**src/rtl/demod_bit_framer_if.sv**
```systemverilog
// rtl/demod_bit_framer_if.sv - byte output stream bundle for demod_bit_framer
//
// Carries the framed payload bytes from the framer FIFO head to the packet layer.
//   byte_out     payload byte at FIFO head
//   byte_valid   FIFO non-empty
//   byte_ready   consumer accepts; transfer on byte_valid & byte_ready
//   frame_start  byte_out is the first byte of a frame
//   frame_end    byte_out is the last byte of a frame
// master: the framer (drives data/flags), slave: the consumer (drives byte_ready).

interface demod_bit_framer_if;
    logic [7:0] byte_out;
    logic       byte_valid;
    logic       byte_ready;
    logic       frame_start;
    logic       frame_end;

    modport master (
        output byte_out,
        output byte_valid,
        output frame_start,
        output frame_end,
        input  byte_ready
    );

    modport slave (
        input  byte_out,
        input  byte_valid,
        input  frame_start,
        input  frame_end,
        output byte_ready
    );
endinterface

```
**src/rtl/demod_bit_framer.sv**
```systemverilog
// rtl/demod_bit_framer.sv - integrate-and-dump bit slicer, sync hunter and byte framer
//
// Integrates SAMPLES_PER_BIT signed samples per hard bit decision, hunts for
// SYNC_WORD in the decided bit stream, then packs FRAME_BYTES payload bytes
// (MSB first) into a 4-entry FIFO with start/end sideband flags.
//
// Ports:
//   clk           clock, rising edge
//   rst           asynchronous active-high reset
//   sample_in     signed 16-bit demodulator sample
//   sample_valid  sample_in valid this cycle
//   locked        high while a frame payload is being collected
//   overflow      one-cycle pulse when a completed byte is dropped (FIFO full)
//   bytes         demod_bit_framer_if.master byte stream (byte_out/byte_valid/
//                 byte_ready/frame_start/frame_end)
//
// Build option DEMOD_SYNC_ERR_TOL_EN: sync match accepts a Hamming distance of
// up to 1; the distance is registered, adding one cycle of lock latency.

module demod_bit_framer #(
    parameter int          SAMPLES_PER_BIT = 4,
    parameter logic [31:0] SYNC_WORD       = 32'h1ACFFC1D,
    parameter int          FRAME_BYTES     = 16
) (
    input  logic                clk,
    input  logic                rst,
    input  logic signed [15:0]  sample_in,
    input  logic                sample_valid,
    output logic                locked,
    output logic                overflow,
    demod_bit_framer_if.master  bytes
);

    localparam int ACC_W  = 16 + $clog2(SAMPLES_PER_BIT);
    localparam int SCNT_W = $clog2(SAMPLES_PER_BIT);

    typedef enum logic {HUNT, DATA} state_t;

    // ---------------- integrate and dump ----------------
    logic signed [ACC_W-1:0]  acc_q;
    logic        [SCNT_W-1:0] scnt_q;
    logic signed [ACC_W-1:0]  acc_sum;
    logic                     bit_valid;
    logic                     bit_val;

    assign acc_sum   = acc_q + {{(ACC_W-16){sample_in[15]}}, sample_in};
    assign bit_valid = sample_valid && (scnt_q == SCNT_W'(SAMPLES_PER_BIT - 1));
    // Strictly positive sum decides 1; zero decides 0.
    assign bit_val   = !acc_sum[ACC_W-1] && (|acc_sum);

    always_ff @(posedge clk or posedge rst) begin
        if (rst) begin
            acc_q  <= '0;
            scnt_q <= '0;
        end else if (sample_valid) begin
            if (bit_valid) begin
                acc_q  <= '0;
                scnt_q <= '0;
            end else begin
                acc_q  <= acc_sum;
                scnt_q <= scnt_q + SCNT_W'(1);
            end
        end
    end

    // ---------------- sync hunt / framing FSM ----------------
    state_t      state_q, next_state;
    logic [31:0] sreg_q;
    logic [2:0]  bit_cnt_q;
    logic [7:0]  byte_cnt_q;
    logic        sync_match;
    logic        byte_done;
    logic        last_byte;
    logic        push;
    logic [9:0]  push_data;

`ifdef DEMOD_SYNC_ERR_TOL_EN
    function automatic logic [5:0] popcount32(input logic [31:0] v);
        logic [5:0] c;
        c = '0;
        for (int i = 0; i < 32; i++) begin
            c = c + 6'(v[i]);
        end
        return c;
    endfunction

    logic [5:0] hd_q;
    logic       hd_live_q;

    // hd_live_q masks the first HUNT cycle, whose distance was computed from
    // the payload still in the shift register before it was cleared.
    always_ff @(posedge clk or posedge rst) begin
        if (rst) begin
            hd_q      <= 6'd32;
            hd_live_q <= 1'b0;
        end else begin
            hd_q      <= popcount32(sreg_q ^ SYNC_WORD);
            hd_live_q <= (state_q == HUNT);
        end
    end

    assign sync_match = hd_live_q && (hd_q <= 6'd1);
`else
    assign sync_match = (sreg_q == SYNC_WORD);
`endif

    assign byte_done = bit_valid && (bit_cnt_q == 3'd7);
    assign last_byte = (byte_cnt_q == 8'(FRAME_BYTES - 1));
    assign push_data = {sreg_q[6:0], bit_val, (byte_cnt_q == 8'd0), last_byte};

    always_ff @(posedge clk or posedge rst) begin
        if (rst) begin
            state_q <= HUNT;
        end else begin
            state_q <= next_state;
        end
    end

    always_comb begin
        next_state = state_q;
        push       = 1'b0;
        case (state_q)
            HUNT: begin
                if (sync_match) begin
                    next_state = DATA;
                end
            end
            DATA: begin
                if (byte_done) begin
                    push = 1'b1;
                    if (last_byte) begin
                        next_state = HUNT;
                    end
                end
            end
            default: next_state = HUNT;
        endcase
    end

    always_ff @(posedge clk or posedge rst) begin
        if (rst) begin
            sreg_q     <= '0;
            bit_cnt_q  <= '0;
            byte_cnt_q <= '0;
        end else begin
            // Clearing on HUNT entry keeps payload bits out of the next sync search.
            if (state_q == DATA && next_state == HUNT) begin
                sreg_q <= '0;
            end else if (bit_valid) begin
                sreg_q <= {sreg_q[30:0], bit_val};
            end

            if (state_q == HUNT && next_state == DATA) begin
                // A bit decided on the lock edge is already the first payload bit.
                bit_cnt_q  <= bit_valid ? 3'd1 : 3'd0;
                byte_cnt_q <= '0;
            end else if (state_q == DATA && bit_valid) begin
                bit_cnt_q <= bit_cnt_q + 3'd1;
                if (byte_done) begin
                    byte_cnt_q <= byte_cnt_q + 8'd1;
                end
            end
        end
    end

    // ---------------- output FIFO ----------------
    logic [9:0] mem [4];
    logic [1:0] wr_q, rd_q;
    logic [2:0] cnt_q;
    logic       full, empty, pop, accept;
    logic [9:0] head;

    assign full   = (cnt_q == 3'd4);
    assign empty  = (cnt_q == 3'd0);
    assign pop    = !empty && bytes.byte_ready;
    assign accept = push && (!full || pop);
    assign head   = mem[rd_q];

    always_ff @(posedge clk or posedge rst) begin
        if (rst) begin
            for (int i = 0; i < 4; i++) begin
                mem[i] <= '0;
            end
            wr_q     <= '0;
            rd_q     <= '0;
            cnt_q    <= '0;
            overflow <= 1'b0;
        end else begin
            if (accept) begin
                mem[wr_q] <= push_data;
                wr_q      <= wr_q + 2'd1;
            end
            if (pop) begin
                rd_q <= rd_q + 2'd1;
            end
            case ({accept, pop})
                2'b10:   cnt_q <= cnt_q + 3'd1;
                2'b01:   cnt_q <= cnt_q - 3'd1;
                default: cnt_q <= cnt_q;
            endcase
            overflow <= push && full && !pop;
        end
    end

    assign bytes.byte_valid  = !empty;
    assign bytes.byte_out    = empty ? 8'd0 : head[9:2];
    assign bytes.frame_start = !empty && head[1];
    assign bytes.frame_end   = !empty && head[0];
    assign locked            = (state_q == DATA);

endmodule

```
**src/flat_wrapper.sv**
```systemverilog
// flat-port wrapper written by rule: the top's interface ports become plain ports
module demod_bit_framer_flat 
#(
    parameter int          SAMPLES_PER_BIT = 4,
    parameter logic [31:0] SYNC_WORD       = 32'h1ACFFC1D,
    parameter int          FRAME_BYTES     = 16
)
  (clk, rst, sample_in, sample_valid, locked, overflow, bytes_byte_out, bytes_byte_valid, bytes_frame_start, bytes_frame_end, bytes_byte_ready);
  demod_bit_framer_if bytes_i ();
  input  logic clk;
  input  logic rst;
  input  logic signed [15:0] sample_in;
  input  logic sample_valid;
  output logic locked;
  output logic overflow;
  output wire logic [$bits(bytes_i.byte_out)-1:0] bytes_byte_out;
  output wire logic [$bits(bytes_i.byte_valid)-1:0] bytes_byte_valid;
  output wire logic [$bits(bytes_i.frame_start)-1:0] bytes_frame_start;
  output wire logic [$bits(bytes_i.frame_end)-1:0] bytes_frame_end;
  input wire logic [$bits(bytes_i.byte_ready)-1:0] bytes_byte_ready;
  assign bytes_byte_out = bytes_i.byte_out;
  assign bytes_byte_valid = bytes_i.byte_valid;
  assign bytes_frame_start = bytes_i.frame_start;
  assign bytes_frame_end = bytes_i.frame_end;
  assign bytes_i.byte_ready = bytes_byte_ready;
  demod_bit_framer #(.SAMPLES_PER_BIT(SAMPLES_PER_BIT), .SYNC_WORD(SYNC_WORD), .FRAME_BYTES(FRAME_BYTES)) u_core (.clk(clk), .rst(rst), .sample_in(sample_in), .sample_valid(sample_valid), .locked(locked), .overflow(overflow), .bytes(bytes_i));
endmodule
```
**config.mk**
```make
export PLATFORM = sky130hd
export DESIGN_NAME = demod_bit_framer_flat
export DESIGN_NICKNAME = d
export VERILOG_FILES = /design/src/rtl/demod_bit_framer_if.sv /design/src/rtl/demod_bit_framer.sv /design/src/flat_wrapper.sv
export SDC_FILE = /design/constraint.sdc
export NUM_CORES = 1
export LEC_CHECK = 0
export CAP_MARGIN = 5
export CORE_MARGIN = 3
export CORE_UTILIZATION = 58
export CTS_CLUSTER_DIAMETER = 30
export DETAILED_ROUTE_END_ITERATION = 12
export DONT_BUFFER_PORTS = 1
export PLACE_DENSITY = 0.75
export REMOVE_ABC_BUFFERS = 1
export SLEW_MARGIN = 20
export SYNTH_ARGS = -nofsm -noshare
export SYNTH_HDL_FRONTEND = slang
export SYNTH_SLANG_ARGS = --single-unit
```
**constraint.sdc**
```tcl
create_clock -name clk -period 3.6 [get_ports clk]
set_clock_uncertainty 0.05 [all_clocks]
set_input_delay 0.72 -clock clk [delete_from_list [all_inputs] [get_ports clk]]
set_output_delay 0.72 -clock clk [all_outputs]
set_load 0.1 [all_outputs]
```
==> Word level (Yosys, flattened, before mapping) <==
Index checks and enable logic that the tools add are counted.
{ "classes": {"n_eq_ne": 7, "n_div": 0, "n_mul": 0, "muxes": 24, "reduce_logical": 26, "bitwise": 4, "n_addsub": 8, "order_cmp": 3, "shifts": 0} }
{ "op_table": {"columns": ["operator", "n"], "rows": [
  ["$mux W32", 2],
  ["$bwmux W40", 1],
  ["$eq A32 B29 Y1 const B", 1],
  ["$mux W8", 4],
  ["$mux W10", 3],
  ["$bmux W10 S2", 1],
  ["$demux W10 S2", 1],
  ["$add A18 B18 Y18", 1],
  ["$mux W18", 1],
  ["$reduce_or A18 Y1", 1],
  ["$logic_and A1 B1 Y1", 13],
  ["$add A8 B1 Y8 const B", 1],
  ["$eq A8 B4 Y1 const B", 1],
  ["$logic_not A8 Y1", 1],
  ["$reduce_bool A2 Y1", 4],
  ["$add A2 B1 Y2 const B", 3],
  ["$add A3 B1 Y3 const B", 2],
  ["$eq A3 B3 Y1 const B", 2],
  ["$ge A3 B3 Y1 const B", 2],
  ["$mux W1", 6],
  ["$mux W3", 2],
  ["$not A2 Y3", 2],
  ["$pmux W3 S2", 1],
  ["$eq A2 B2 Y1 const B", 2],
  ["10 further kinds", 14]
]} }
{ "word_totals": {"latch_bits": 0, "reg_bits": 112, "memories": 0, "mem_bits_rw": 0, "mem_bits_ro": 0, "output_inout_bits": 13} }

==> Logic depth before layout (Yosys ltp) <==
Gate-level depths: netlist of the first run.
{ "logic_depth": {"word_depth": 8, "depth_mapped": 13} }

==> Least setup slack after synthesis of the first run <==
No wires, ideal clock.
{ "synth_path": {"path_kind": "input to register", "start": "in sample_in[0]", "end": "reg u_core.mem[12] (netlist name)", "arrival_ns": 2.993, "setup_ns": 0.127, "required_time_ns": 3.423, "path_stages": 11, "slack_ns": 0.430, "cell_sequence": "ha_1 -> inv_1 -> fa_1 -> nor2b_1 -> o2111a_1 -> nor3_1 -> o311ai_0 -> o211ai_1 -> a2111oi_2 -> a211oi_2 -> mux2_1"} }
{ "synth_between": {"elab_chain_cells": 4, "elab_cells_between_ends": 5} }
{ "synth_lines": {"columns": ["item", "line", "text"], "rows": [
  ["start: declaration", "flat_wrapper.sv:12", "input logic signed [15:0] sample_in;"],
  ["$add A18 B18 Y18 (*)", "demod_bit_framer.sv:46", "assign acc_sum = acc_q + {{(ACC_W-16){sample_in[15]}}, sample_in};"],
  ["$reduce_or A18 Y1 / $logic_not A1 Y1 (equally long branches)", "demod_bit_framer.sv:49", "assign bit_val = !acc_sum[ACC_W-1] && (|acc_sum);"],
  ["$logic_and A1 B1 Y1 (*)", "demod_bit_framer.sv:49", null],
  ["$bwmux W40 (*)", "demod_bit_framer.sv:190", "mem[wr_q] <= push_data;"],
  ["end signal: indexed assignment", "demod_bit_framer.sv:190", null],
  ["end: declaration", "demod_bit_framer.sv:167", "logic [9:0] mem [4];"]
]} }
Every way passes the cells marked *; elsewhere a longest branch is shown, timed or not.
A chain may end at the register's enable or synchronous reset.

==> Worst setup path after layout of the first run <==
{ "layout_path": {"start": "reg u_core.acc_q[0]", "end": "reg u_core.mem[12] (netlist name)"} }
{ "layout_between": {"elab_chain_cells": 4, "elab_cells_between_ends": 5} }
{ "layout_lines": {"columns": ["item", "line", "text"], "rows": [
  ["start: declaration", "demod_bit_framer.sv:40", "logic signed [ACC_W-1:0] acc_q;"],
  ["start signal: assignment", "demod_bit_framer.sv:60", "acc_q <= acc_sum;"],
  ["$add A18 B18 Y18 (*)", "demod_bit_framer.sv:46", null],
  ["$reduce_or A18 Y1 / $logic_not A1 Y1 (equally long branches)", "demod_bit_framer.sv:49", null],
  ["$logic_and A1 B1 Y1 (*)", "demod_bit_framer.sv:49", null],
  ["$bwmux W40 (*)", "demod_bit_framer.sv:190", null]
]} }
Marked as above.

==> flow_summary.ini, run 1 <==
[sta]
min_period_ns = 3.20
setup_viol = 0
worstMarginPinSlew_ns = 0.960
final_max_slew_viol_count = 0
fmaxAchievable_mhz = 313
timing.final.hold_violations = 0
slew-limit-headroom = 0.355
hold_ws_ns = 0.300
period_share = 0.889
rsz0062_at_grt = no

[grt]
grt_pass1_wl_um = 20300
grt_max_degree = 68
antenna_found_initial = 0
overflow = 0
grt_pass1_vias = 4057
grt_usage = 0.223

[critical_path]
r2r_slack_ns = 0.40
cp_top_family = compound AO/OA/AOI/OAI gates
setup.worst_path.class = register to register
crit_chain = ha_1 -> inv_1 -> fa_1 -> nor2b_1 -> o2111a_1 -> nor3_1 -> o311ai_0 -> o211ai_1 -> a2111oi_2 -> a211oi_2 -> mux2_1
critPathMaxFanout = 6
arrival_ns = 3.41
end_kind = register
crit_buf_inv = 1
cp.required_ns = 3.81
worst_path_max_delay_cell = o311ai_0
cp_slowest_stage_delay_ns = 0.51
cp-start-kind = register

[clocking]
cts-root-buf = clkbuf_8
post-cts-setup-buffers = 0
cts_max_level = 3
clk_latency_ns = 0.38
clkSinkCount = 112
cts_resized = 0
path_clk_slew_ns = 0.10
holdBufCountCts = 0
cts_buffers = 9
max-clock-path-buffers = 2
cts_tree = yes

[drt]
vias = 4153
drt_wl_total_um = 11900
viasPerCell = 6.16
drt_first_pass_iters = 4
drt_iter0_drc = 228
route.detailed.wl_per_inst_um = 17.7
postRouteAntennaNets = 0
remaining_drc_errors = 0

[yosys]
yosysTopAreaCell = dfrtp_1
ys_seq_elements = 112
synth_area_per_cell_um2 = 11.1
ys_seq_area_frac = 0.473
synth_top_area_share = 0.473
synth_cell_types = 63
async_flop_share = 1.00
synth_area_um2 = 5920
synthTopCellsByArea = dfrtp_1 47%, mux2_1 5.9%, ha_1 5.7%
synth_enable_flop_cells = 0
synth_ff_type = dfrtp_1
yosys_warnings = 0
netlist_instances = 534

[floorplan]
ios = 33
fp.dieW_um = 107
rows = 36
dieArea_um2 = 11500
die_y_um = 107
start_util = 0.600
core_um2 = 9860

[cells_and_area]
final_common_cell = dfrtp_1
syn2layout_area_growth_pct = 6.70
layout_common_cells = 112 x dfrtp_1, 34 x inv_1, 32 x a22o_1, 31 x mux2_1, 28 x nand2_1
fin_nets = 585
num_antenna_cells = 0
drive_gt1_frac = 0.0980

[pwr]
total_power_uw = 4400
powerDensity_nw_per_um2 = 696
ir_worst_vdd_uv = 459
p_leak_uw = 0.00305

[placed_design]
io_buffer_count = 0
hpwlAfterDp_um = 8440
globalplace.congestion = 0.912

[flow_run]
cap_violations = 0

[outcome]
status = completed

[hold_path]
worstHoldPathType = input port to asynchronous set/reset pin
-- worst paths after layout --
path / end / cells past startpoint / startpoint
max: u_core.mem[12] / 11 / u_core.acc_q[0]
min: u_core.acc_q[1] / 1 / rst
max reg2reg: u_core.mem[12] / 11 / u_core.acc_q[0]
min reg2reg: u_core.mem[1] / 2 / u_core.mem[1]
max in group asynchronous: u_core.wr_q[1] / 2 / rst
min in group clk: u_core.acc_q[5] / 1 / sample_valid
-- cell families (layout without fill, tap and decap cells) --
| family | count (synthesis) | in the layout | synth area share |
|---|---|---|---|
| adders and majority gates | 29 | 29 | 0.0638 |
| and+or+nand+nor | 129 | 129 | 0.117 |
| muxes | 50 | 50 | 0.113 |
| xor gates and xnor gates | 19 | 19 | 0.0281 |
| buffers and inverters | 60 | 67 | 0.0387 |
| AOI/OAI and AO/OA | 135 | 135 | 0.166 |
| DFF | 112 | 112 | 0.473 |
-- layer usage --
layer | up-vias | GRT usage | share of wire
met5 | - | 0 | 0
met4 | 0 | 0.0539 | 0.010
met3 | 9 | 0.0566 | 0.046
met2 | 94 | 0.341 | 0.47
met1 | 2089 | 0.323 | 0.47
li1 | 1961 | - | -
-- synthesized netlist by cell type (all sizes together) (4+ instances only) --
cell / instances
o21ai: 27
inv: 35
a22o: 32
nor2: 28
and2: 16
nand3: 10
a21o: 6
ha: 27
o211ai: 5
xnor2: 7
nand4: 6
xor2: 12
nor3: 7
nand4b: 5
nand2b: 6
a21oi: 17
clkbuf: 21
mux4: 10
mux2: 35
o22ai: 14
dfrtp: 112
mux2i: 5
nand2: 28
buf: 4
-- flip-flops by register name, indices dropped and copies added (netlist names) --
register,flops
u_core.locked,1
u_core.byte_cnt_q,8
u_core.acc_q,18
u_core.cnt_q,3
u_core.mem,40
u_core.scnt_q,2
u_core.overflow,1
u_core.bit_cnt_q,3
u_core.rd_q,2
u_core.sreg_q,32
u_core.wr_q,2
-- per-stage QoR --
stage          setup TNS, ns  instance area, um^2  setup WS, ns  utilization  cells
2_1_floorplan         -14.45                 5820        -0.129            -    509
3_3_place_gp               0                 6110         0.223        0.620    658
3_5_place_dp               0                 6110        0.0639        0.620    658
4_1_cts                    0                 6310         0.417        0.640    674
5_1_grt                    0                 6320         0.176        0.640    674
6_report                   0                 6320         0.401        0.640    674
-- power by group --
| group | switching [uW] | internal (uW) | leakage (uW) |
|---|---|---|---|
| clock network | 407 | 344 | 0.000101 |
| registers | 265 | 1510 | 0.00149 |
| logic | 1110 | 764 | 0.00146 |
-- worst register-to-register path, stage by stage (launching register included) --
cell and delay (ns):
dfrtp_1 0.36, ha_1 0.16, inv_1 0.05, fa_1 0.40, nor2b_1 0.22, o2111a_1 0.31, nor3_1 0.08, o311ai_0 0.51
o211ai_1 0.20, a2111oi_2 0.29, a211oi_2 0.16, mux2_1 0.31
-- cell type report --
class                      instances  area (um^2)
clock buffer                      12          145
timing repair buffer              16          120
inverter                          35          134
tap                              133          166
clock inverter                     4         52.6
sequential                       112         2800
multi-input combinational        362         2900
fill                             759         3550
(Power assumes the default switching activity.)
==> run 2: changes to the inputs <==
--- a/config.mk
+++ b/config.mk
@@ -5,7 +5,7 @@
 export SDC_FILE = /design/constraint.sdc
 export NUM_CORES = 1
 export LEC_CHECK = 0
-export CAP_MARGIN = 5
+export CAP_MARGIN = 40
 export CORE_MARGIN = 3
 export CORE_UTILIZATION = 58
 export CTS_CLUSTER_DIAMETER = 30
==> flow_summary.ini, run 2 (synthesis gave the netlist of run 1 again) <==
[drt]
top_layer = met4
viasPerCell = 6.13
wl_met1_um = 5620
drt_iter0_drc = 276
vias = 4145
route.detailed.wl_per_inst_um = 17.7
dr_wl_met3_um = 442
dr_wl_met2_um = 5770
postRouteAntennaNets = 0
remaining_drc_errors = 0
drt_wl_total_um = 12000
drt_first_pass_iters = 4

[clocking]
post-cts-setup-buffers = 0
clk_latency_ns = 0.38
cts_resized = 0
clkSinkCount = 112
cts_buffers = 9
path_clk_slew_ns = 0.10
cts-root-buf = clkbuf_8
max-clock-path-buffers = 2
cts_tree = yes
holdBufCountCts = 0
cts_max_level = 3

[pwr]
power_switching_uw = 1770
swShare = 0.399
ir_worst_vdd_uv = 329
seq_power_share = 0.398
combPwrFrac = 0.425
powerDensity_nw_per_um2 = 698
p_clk_frac = 0.177
p_leak_uw = 0.00307
p_int_uw = 2670

[critical_path]
critPathMaxFanout = 6
r2r_end = u_core.mem[12]
setup.worst_path.class = register to register
endpoint = u_core.mem[12]
arrival_ns = 3.45
reg2reg_from = u_core.acc_q[0]
r2r_slack_ns = 0.36
ff2ff_path_depth = 11
crit_start = u_core.acc_q[0]
cp-start-kind = register
cp.required_ns = 3.81
end_kind = register

[hold_path]
worstHoldPathType = input port to asynchronous set/reset pin

[sta]
hold_ws_ns = 0.0390
worstMarginPinSlew_ns = 0.862
final_max_slew_viol_count = 0
setup_viol = 0
rsz0062_at_grt = no
timing.final.hold_violations = 0
min_period_ns = 3.24
fin_setup_tns_ns = 0
slew-limit-headroom = 0.426
fmaxAchievable_mhz = 309
period_share = 0.900

[grt]
grt_pass1_wl_um = 20500
grt_usage = 0.225
overflow = 0
grt_max_degree = 68
antenna_found_initial = 0
grt_pass1_vias = 4132

[flow_run]
cap_violations = 0

[cells_and_area]
stdcell_count = 676
regMostFlops = u_core.mem
num_antenna_cells = 0
n_fill_cell = 748
layout_common_cells = 112 x dfrtp_1, 34 x inv_1, 32 x a22o_1, 31 x mux2_1, 28 x nand2_1
syn2layout_area_growth_pct = 7.44
final_common_cell = dfrtp_1
top_regs = u_core.mem (40), u_core.sreg_q (32), u_core.acc_q (18)
drive_gt1_frac = 0.0994
postLayoutCoreUtil = 0.645
largest_register_ffs = 40
fin_nets = 588

[outcome]
status = completed

[floorplan]
dieArea_um2 = 11500
rows = 36
core_um2 = 9860
start_util = 0.600
fp.dieW_um = 107
die_y_um = 107
ios = 33

[placed_design]
place_inst = 660
hpwlAfterDp_um = 8460
io_buffer_count = 0
globalplace.congestion = 0.912
run 2: changes by cell type in the layout (fill, tap and decap cells not counted):
cell        delta
clkinv_2       -1
clkbuf_1       +1
buf_16         +1
nor2_2         +1
clkinv_4       -1
buf_2          +1
nor2_4         -1
inv_6          -1
clkinvlp_4     +1
clkbuf_8       -1
bufinv_16      +1
buf_6          +1
run 2: area by class of cell:
class,instances,area [um^2],area share
Sequential cell,112,2800,0.441
Timing Repair Buffer,19,164,0.0258
Multi-Input combinational cell,362,2890,0.454
Inverter,35,134,0.0211
Clock buffer,12,135,0.0212
Tap cell,133,166,0.0262
Clock inverter,3,67.6,0.0106
run 2: power by group through the flow:
stage | Sequential (uW) | Combinational (uW) | Clock (uW)
after floorplan | 1700 | 1490 | 0
after global placement | 1770 | 1790 | 0
after detailed placement | 1790 | 1850 | 0
after CTS | 1770 | 1870 | 813
after global routing | 1810 | 2100 | 851
final | 1770 | 1890 | 787
run 2: stage by stage:
stage               instance area (um^2)  setup WS (ns)  total power, uW
detailed placement                  6130         0.0663             3650
floorplan                           5820         -0.129             3190
finish                              6360          0.361             4440
global route                        6360          0.234             4760
global placement                    6110          0.223             3570
CTS                                 6330          0.427             4450
run 2: worst min-delay path by stage:
stage	startpoint	to	depth (start not counted)
2_1_floorplan	u_core.mem[10]	u_core.mem[10]	2
3_3_place_gp	u_core.mem[10]	u_core.mem[10]	2
3_5_place_dp	u_core.mem[1]	u_core.mem[1]	2
4_1_cts	rst	u_core.acc_q[1]	1
5_1_grt	rst	u_core.acc_q[1]	1
6_report	rst	u_core.acc_q[1]	1
run 2: worst max-delay path: stages (launching register included):
cell and delay (ns):
dfrtp_1 0.35, ha_1 0.16, inv_1 0.05, fa_1 0.40
nor2b_1 0.23, o2111a_1 0.31, nor3_1 0.08, o311ai_0 0.52
o211ai_1 0.21, a2111oi_2 0.30, a211oi_2 0.17, mux2_1 0.31
run 2: routing by layer:
metal  GRT usage  vias to the layer above
met5           0                        -
li1            -                     1972
met1       0.320                     2080
met4      0.0667                        0
met2       0.352                       79
met3      0.0470                       14
==> run 3: changes to the inputs <==
==> constraint.sdc (replaced) <==
create_clock -name clk -period 3.6 [get_ports clk]
set_clock_uncertainty 0.05 [all_clocks]
set_input_delay 0.72 -clock clk [delete_from_list [all_inputs] [get_ports clk]]
set_output_delay 0.72 -clock clk [all_outputs]
set_load 0.005 [all_outputs]
==> flow_summary.ini, run 3 (synthesis gave the netlist of run 1 again) <==
[sta]
min_period_ns = 3.22
rsz0062_at_grt = no
hold_ws_ns = 0.202
fin_setup_tns_ns = 0
timing.final.hold_violations = 0
fmaxAchievable_mhz = 311
worstMarginPinSlew_ns = 0.729
final_max_slew_viol_count = 0
slew-limit-headroom = 0.514
period_share = 0.894
setup_viol = 0

[critical_path]
crit_buf_inv = 1
worst_path_max_delay_cell = o311ai_0
cp.required_ns = 3.81
setup.worst_path.class = register to register
cp-start-kind = register
cp_slowest_stage_delay_ns = 0.49
crit_chain = ha_1 -> inv_1 -> fa_1 -> nor2b_1 -> o2111a_1 -> nor3_1 -> o311ai_0 -> o211ai_1 -> a2111oi_2 -> a211oi_2 -> mux2_1
cp_top_family = compound AO/OA/AOI/OAI gates
critPathMaxFanout = 6
arrival_ns = 3.43
end_kind = register

[cells_and_area]
top_regs = u_core.mem (40), u_core.sreg_q (32), u_core.acc_q (18)
final_common_cell = dfrtp_1
n_fill_cell = 773
regMostFlops = u_core.mem
multi_input_area_um2 = 2890
postLayoutCoreUtil = 0.633
num_antenna_cells = 0
drive_gt1_frac = 0.0775
seq_area_um2 = 2800
syn2layout_area_growth_pct = 5.45
largest_register_ffs = 40
layout_common_cells = 112 x dfrtp_1, 34 x inv_1, 32 x a22o_1, 31 x mux2_1, 28 x nand2_1
stdcell_count = 662
fin_nets = 573
design_area_um2 = 6240

[clocking]
clkSinkCount = 112
cts_resized = 0
holdBufCountCts = 0
cts-root-buf = clkbuf_8
cts_tree = yes
path_clk_slew_ns = 0.11
max-clock-path-buffers = 2
cts_max_level = 3
cts_buffers = 9
clk_latency_ns = 0.38
post-cts-setup-buffers = 0

[drt]
vias = 4107
route.detailed.wl_per_inst_um = 17.9
drt_wl_total_um = 11900
remaining_drc_errors = 0
viasPerCell = 6.20
postRouteAntennaNets = 0
drt_iter0_drc = 233
drt_first_pass_iters = 4

[placed_design]
io_buffer_count = 0
place_inst = 646
globalplace.congestion = 0.918
hpwlAfterDp_um = 8290
dpl_cell_area_um2 = 6040

[pwr]
p_leak_uw = 0.00300
swShare = 0.395
seq_power_share = 0.411
power_switching_uw = 1700
ir_worst_vdd_uv = 313
p_clk_frac = 0.183
combPwrFrac = 0.406
powerDensity_nw_per_um2 = 688
p_int_uw = 2600

[floorplan]
ios = 33
fp.dieW_um = 107
core_um2 = 9860
dieArea_um2 = 11500
start_util = 0.600
rows = 36
die_y_um = 107

[flow_run]
cap_violations = 0

[grt]
grt_usage = 0.219
overflow = 0
grt_pass1_vias = 4051
grt_max_degree = 74
grt_pass1_wl_um = 20000
antenna_found_initial = 0

[hold_path]
worstHoldPathType = input port to asynchronous set/reset pin

[outcome]
status = completed
-- run 3: cell count changes in the layout (fill, tap and decap cells not counted), sizes merged --
| cell | previous run | this run |
|---|---|---|
| bufinv | 2 | 1 |
| inv | 35 | 39 |
| clkinvlp | 1 | 0 |
| clkbuf | 12 | 11 |
| buf | 19 | 4 |
-- run 3: per-stage QoR --
step	setup WS (ns)	total power, uW
after CTS	0.392	4290
final	0.380	4290
after detailed placement	0.0238	3510
after global routing	0.140	4620
after floorplan	-0.129	3070
after global placement	0.215	3430
-- run 3: layer usage --
layer | share of wire | GRT usage | up-vias | routed length, um
met3 | 0.034 | 0.0265 | 19 | 404
met1 | 0.48 | 0.319 | 2067 | 5670
li1 | - | - | 1944 | -
met4 | 0.018 | 0.0858 | 0 | 215
met2 | 0.47 | 0.338 | 77 | 5560
met5 | 0 | 0 | - | 0
-- run 3: layout make-up --
class | instances | area share
clock buffers | 11 | 0.0210
clock inverters | 5 | 0.0112
inverters | 35 | 0.0214
multi-input cells | 362 | 0.463
flip-flops and latches | 112 | 0.449
well taps | 133 | 0.0267
repair buffers | 4 | 0.00762
-- run 3: power groups by stage --
| stage | Sequential (uW) | Clock [uW] | Combinational [uW] |
|---|---|---|---|
| CTS | 1770 | 800 | 1730 |
| global placement | 1770 | 0 | 1650 |
| global route | 1810 | 850 | 1960 |
| finish | 1770 | 785 | 1740 |
| floorplan | 1700 | 0 | 1370 |
| detailed placement | 1790 | 0 | 1720 |
-- run 3: final timing paths --
check / depth (start not counted) / startpoint / end / slack [ns]
max in group asynchronous: 2 / rst / u_core.mem[38] / 2.55
worst max-delay path: 11 / u_core.acc_q[0] / u_core.mem[32] / 0.38
min in group clk: 1 / sample_valid / u_core.acc_q[7] / 0.38
worst min register to register: 2 / u_core.mem[20] / u_core.mem[20] / 0.45
worst min-delay path: 1 / rst / u_core.acc_q[7] / 0.20
worst max register to register: 11 / u_core.acc_q[0] / u_core.mem[32] / 0.38
